File: src/rtl/ifid_queue_if.sv
// Fetch-to-decode handshake bundle for the instruction queue: fetch push side and decode pop side.
// The master modport is the fetch/decode environment; the slave modport is the queue.
interface ifid_queue_if;
    logic        in_valid;
    logic        in_ready;
    logic [31:0] in_pc;
    logic [31:0] in_inst;
    logic        out_valid;
    logic        out_ready;
    logic [31:0] out_pc;
    logic [31:0] out_inst;

    modport master (
        output in_valid, in_pc, in_inst, out_ready,
        input  in_ready, out_valid, out_pc, out_inst
    );

    modport slave (
        input  in_valid, in_pc, in_inst, out_ready,
        output in_ready, out_valid, out_pc, out_inst
    );
endinterface

File: src/rtl/ifid_queue.sv
// IF/ID instruction queue: circular buffer of {pc, inst} pairs with flush and a NOP head when empty.
// Optional macro IFQ_FULL_PUSH_EN lets a full queue accept a new pair in the same cycle decode pops.
module ifid_queue #(
    parameter int          DEPTH    = 4,
    parameter int          PTR_W    = 2,
    parameter logic [31:0] NOP_INST = 32'h0000_0013
) (
    input  logic           clk,
    input  logic           rst_n,
    input  logic           flush,
    ifid_queue_if.slave    bus,
    output logic [PTR_W:0] count
);

    localparam logic [PTR_W:0] FULL_CNT = (PTR_W + 1)'(DEPTH);

    logic [PTR_W-1:0] wp_reg, wp_next;
    logic [PTR_W-1:0] rp_reg, rp_next;
    logic [PTR_W:0]   cnt_reg, cnt_next;

    logic [31:0] pc_mem   [DEPTH];
    logic [31:0] inst_mem [DEPTH];

    logic is_full;
    logic is_empty;
    logic push;
    logic pop;

    assign is_full  = (cnt_reg == FULL_CNT);
    assign is_empty = (cnt_reg == '0);

`ifdef IFQ_FULL_PUSH_EN
    // When full, the slot freed by a same-cycle pop is the one being written (wp == rp).
    assign bus.in_ready = ~is_full | bus.out_ready;
`else
    assign bus.in_ready = ~is_full;
`endif

    assign push = bus.in_valid & bus.in_ready & ~flush;
    assign pop  = ~is_empty & bus.out_ready & ~flush;

    assign bus.out_valid = ~is_empty;
    assign bus.out_pc    = is_empty ? 32'h0 : pc_mem[rp_reg];
    assign bus.out_inst  = is_empty ? NOP_INST : inst_mem[rp_reg];
    assign count         = cnt_reg;

    always_comb begin
        wp_next  = wp_reg;
        rp_next  = rp_reg;
        cnt_next = cnt_reg;
        if (flush) begin
            wp_next  = '0;
            rp_next  = '0;
            cnt_next = '0;
        end else begin
            if (push) begin
                wp_next = wp_reg + PTR_W'(1);
            end
            if (pop) begin
                rp_next = rp_reg + PTR_W'(1);
            end
            case ({push, pop})
                2'b10:   cnt_next = cnt_reg + (PTR_W + 1)'(1);
                2'b01:   cnt_next = cnt_reg - (PTR_W + 1)'(1);
                default: cnt_next = cnt_reg;
            endcase
        end
    end

    always_ff @(posedge clk or negedge rst_n) begin
        if (!rst_n) begin
            wp_reg  <= '0;
            rp_reg  <= '0;
            cnt_reg <= '0;
        end else begin
            wp_reg  <= wp_next;
            rp_reg  <= rp_next;
            cnt_reg <= cnt_next;
        end
    end

    // Entry storage is deliberately left out of reset; out_* masks it while empty.
    always_ff @(posedge clk) begin
        if (push) begin
            pc_mem[wp_reg]   <= bus.in_pc;
            inst_mem[wp_reg] <= bus.in_inst;
        end
    end

endmodule
File: src/flat_wrapper.sv
// flat-port wrapper written by rule: the top's interface ports become plain ports
module ifid_queue_flat 
#(
    parameter int          DEPTH    = 4,
    parameter int          PTR_W    = 2,
    parameter logic [31:0] NOP_INST = 32'h0000_0013
)
  (clk, rst_n, flush, count, bus_in_valid, bus_in_pc, bus_in_inst, bus_out_ready, bus_in_ready, bus_out_valid, bus_out_pc, bus_out_inst);
  ifid_queue_if bus_i ();
  input  logic clk;
  input  logic rst_n;
  input  logic flush;
  output logic [PTR_W:0] count;
  input wire logic [$bits(bus_i.in_valid)-1:0] bus_in_valid;
  input wire logic [$bits(bus_i.in_pc)-1:0] bus_in_pc;
  input wire logic [$bits(bus_i.in_inst)-1:0] bus_in_inst;
  input wire logic [$bits(bus_i.out_ready)-1:0] bus_out_ready;
  output wire logic [$bits(bus_i.in_ready)-1:0] bus_in_ready;
  output wire logic [$bits(bus_i.out_valid)-1:0] bus_out_valid;
  output wire logic [$bits(bus_i.out_pc)-1:0] bus_out_pc;
  output wire logic [$bits(bus_i.out_inst)-1:0] bus_out_inst;
  assign bus_i.in_valid = bus_in_valid;
  assign bus_i.in_pc = bus_in_pc;
  assign bus_i.in_inst = bus_in_inst;
  assign bus_i.out_ready = bus_out_ready;
  assign bus_in_ready = bus_i.in_ready;
  assign bus_out_valid = bus_i.out_valid;
  assign bus_out_pc = bus_i.out_pc;
  assign bus_out_inst = bus_i.out_inst;
  ifid_queue #(.DEPTH(DEPTH), .PTR_W(PTR_W), .NOP_INST(NOP_INST)) u_core (.clk(clk), .rst_n(rst_n), .flush(flush), .bus(bus_i), .count(count));
endmodule
File: config.mk
export PLATFORM = sky130hd
export DESIGN_NAME = ifid_queue_flat
export DESIGN_NICKNAME = d
export VERILOG_FILES = /design/src/rtl/ifid_queue_if.sv /design/src/rtl/ifid_queue.sv /design/src/flat_wrapper.sv
export SDC_FILE = /design/constraint.sdc
export NUM_CORES = 1
export LEC_CHECK = 0
export CAP_MARGIN = 10
export CORE_MARGIN = 8
export CORE_UTILIZATION = 35
export DETAILED_ROUTE_END_ITERATION = 16
export DONT_BUFFER_PORTS = 1
export PLACE_DENSITY = 0.59
export SYNTH_ARGS = -nofsm -noshare
export SYNTH_HDL_FRONTEND = slang
export SYNTH_SLANG_ARGS = --single-unit
export TNS_END_PERCENT = 50
File: constraint.sdc
create_clock -name clk -period 2.7 [get_ports clk]
set_input_delay 0.54 -clock clk [delete_from_list [all_inputs] [get_ports clk]]
set_output_delay 0.54 -clock clk [all_outputs]
set_load 0.1 [all_outputs]
==> impl_metrics.tcl <==
set metrics [dict create \
    synth_edf_count 256 \
    numClockSinks 263 \
    overflow 0 \
    cts.htree.levels 1 \
    synth_seq_cells 263 \
    die_x_um 187.0 \
    critPathArrivalTime_ns 2.17 \
    drc 0 \
    coreArea_mm2 0.02878 \
    use_met3 0.04530 \
    avgSynthCellArea_um2 21.86 \
    cp-end-kind "output pin" \
    gp_congestion 0.6901 \
    path_max_fanout 7 \
    nFillCells 2385 \
    start_kind "flip-flop" \
    cts_buffer_depth 3 \
    drt-initial-drc-count 420 \
    fp.dieArea_mm2 0.03496 \
    postRouteAntennaNets 0 \
    num_vias 4798 \
    portBuffers 0 \
    cp.required_ns 2.16 \
    syn2layout_area_growth_pct 28.53 \
    rows 62 \
    synthTopCellsByArea "edfxtp_1, mux4_2, and2_1" \
    finalSetupViolations 13 \
    min_period_over_period 1.005 \
    crit_chain "buf_12 -> buf_16 -> mux4_2 -> and2_4 -> buf_12" \
    slew_headroom 0.3730 \
    grt_busiest_layer "met2" \
    yosys-top-cells-count "edfxtp_1, and2_1, mux4_2" \
    dpl_cell_area_mm2 0.01199 \
    wire_per_inst_um 22.49 \
    violations "setup timing" \
    synthArstFlopShare 0.02662 \
    p_total_mw 12.90 \
    slowest_stage "mux4_2" \
    place_ws_ns 0.4512 \
    grt_max_degree 66 \
    p_leak_nw 4.272 \
    synth_cell_types 35 \
    setup_slack_ns -0.01363 \
    drive_gt1_frac 0.4373 \
    cts_tree "yes" \
    antenna_found_initial 1 \
    crit_top_cell "buf_12" \
    crit_type "reg -> out" \
    clockRootBuffer "clkbuf_16" \
    status "complete, but fails checks" \
    multi_input_area_mm2 0.002352 \
    stdcell_area_mm2 0.01315 \
    grt_pass1_vias 5358 \
    report.final.slew_viol_count 0 \
    cts_made_buffers 27 \
    syn_nets 542 \
    cap_viol_max_count 0 \
    synth_ff_type "edfxtp_1" \
    p_per_area_mw_per_mm2 980.6 \
    rsz0062_at_grt "yes" \
    ios 138 \
    routed_wl_um 21570 \
    min_period_ns 2.714 \
    clk_pin_slew_worst_paths_ns 0.06 \
    synth_top_area_share 0.7514 \
    cpLargestDelayFamily "multiplexers" \
    cp_num_buf_inv 3 \
    slowest_delay_ns 0.52 \
    finalClockSkew_ns 0.01029 \
    worstMarginPinSlew_ns 0.9395 \
    hpwl_um 13010 \
    ys.warnings.count 0 \
    vdd_drop_max_uv 746.7 \
    yosysMostFrequentCell "edfxtp_1" \
    globalRouteTotalUtil 0.1218 \
    grt_pass1_wl_um 33290 \
    use_met2 0.2052 \
    yosys.area.top_type "edfxtp_1" \
    syn_inst 468 \
    netlist_area_mm2 0.01023 \
    maxClockFrequency_ghz 0.3685 \
    firstDrtPassIters 4 \
    grtUsageMet1 0.1448 \
    vias_per_cell 5.003 \
    initial_core_util 0.3555 \
    min_path_type "in -> reg" \
    num-nets-final 631 \
    yosysSeqAreaShare 0.7685 \
    clk-insertion-delay-late_ns 0.53 \
    hold_viol 0 \
    fp.dieH_um 187.0 \
    seq_area_mm2 0.007874 \
]
## final cells by class
type | instances | share of cell area
clock buffers | 35 | 0.05366
flip-flops and latches | 263 | 0.5988
multi-input cells | 174 | 0.1789
clock inverters | 11 | 0.005614
inverters | 6 | 0.001808
diodes | 1 | 0.0001903
well taps | 384 | 0.03654
repair buffers | 85 | 0.1245
## routing by layer
layer  share of wire  wire [um]  up-vias
li1                -          -     2083
met3           0.082       1762       28
met5               0          0        -
met4           0.023        498        0
met1            0.40       8615     2544
met2            0.50      10690      143
## through the flow
step / std cells / hold slack [ns] / setup TNS [ns] / utilization
finish: 959 / 0.06980 / -0.06474 / 0.4569
global route: 959 / 0.04089 / -3.113 / 0.4569
global placement: 901 / 0.2449 / 0 / 0.4165
floorplan: 468 / 0.2444 / -2.031 / -
CTS: 954 / 0.04779 / -2.366 / 0.4528
detailed placement: 901 / 0.2450 / 0 / 0.4165
## logic make-up (layout without fill, tap and decap cells)
| family | after synthesis | count (layout) | synth area share |
|---|---|---|---|
| AOI/OAI and AO/OA | 16 | 16 | 0.01125 |
| and+or+nand+nor | 85 | 85 | 0.05210 |
| DFF | 263 | 263 | 0.7685 |
| buffers and inverters | 31 | 137 | 0.01688 |
| muxes | 65 | 65 | 0.1419 |
| xor gates and xnor gates | 3 | 3 | 0.002569 |
| adders and majority gates | 5 | 5 | 0.006849 |
| other | 0 | 1 | 0 |
## final timing paths
path	startpoint	slack [ns]	endpoint	depth (start not counted)
max	u_core.rp_reg[0]$_DFFE_PN0P_	-0.01	bus_out_pc[18]	5
min	flush	0.07	u_core.rp_reg[0]$_DFFE_PN0P_	1
max reg2reg	u_core.count[0]$_DFFE_PN0P_	0.48	u_core.count[1]$_DFFE_PN0P_	6
min reg2reg	u_core.wp_reg[0]$_DFFE_PN0P_	0.60	u_core.wp_reg[0]$_DFFE_PN0P_	2
max in group asynchronous	rst_n	2.06	u_core.rp_reg[1]$_DFFE_PN0P_	1
min in group asynchronous	rst_n	0.35	u_core.rp_reg[0]$_DFFE_PN0P_	1
## power breakdown
part           switching (mW)  internal (mW)
sequential             0.0620           4.63
combinational            3.01           1.83
clock                    1.44           1.91
## what timing repair did
item / 4_1_cts / 5_1_grt
gates cloned: 3 / 3
gates resized for setup: 48 / 9
buffers inserted: 3 / 1
hold endpoints to repair: 7 / 0
setup endpoints to repair: 55 / 64
hold buffers: 1 / 0
## placed cells by master (no fill, tap or decap), types with 5 or more instances in the layout
cell type / n
nor2_1: 5
clkinv_2: 6
buf_4: 7
buf_16: 6
and2_1: 5
clkbuf_16: 30
mux4_2: 64
clkinv_1: 5
edfxtp_1: 256
inv_1: 5
clkbuf_1: 8
and2_4: 60
buf_12: 65
Power figures use the tool's default switching activity.
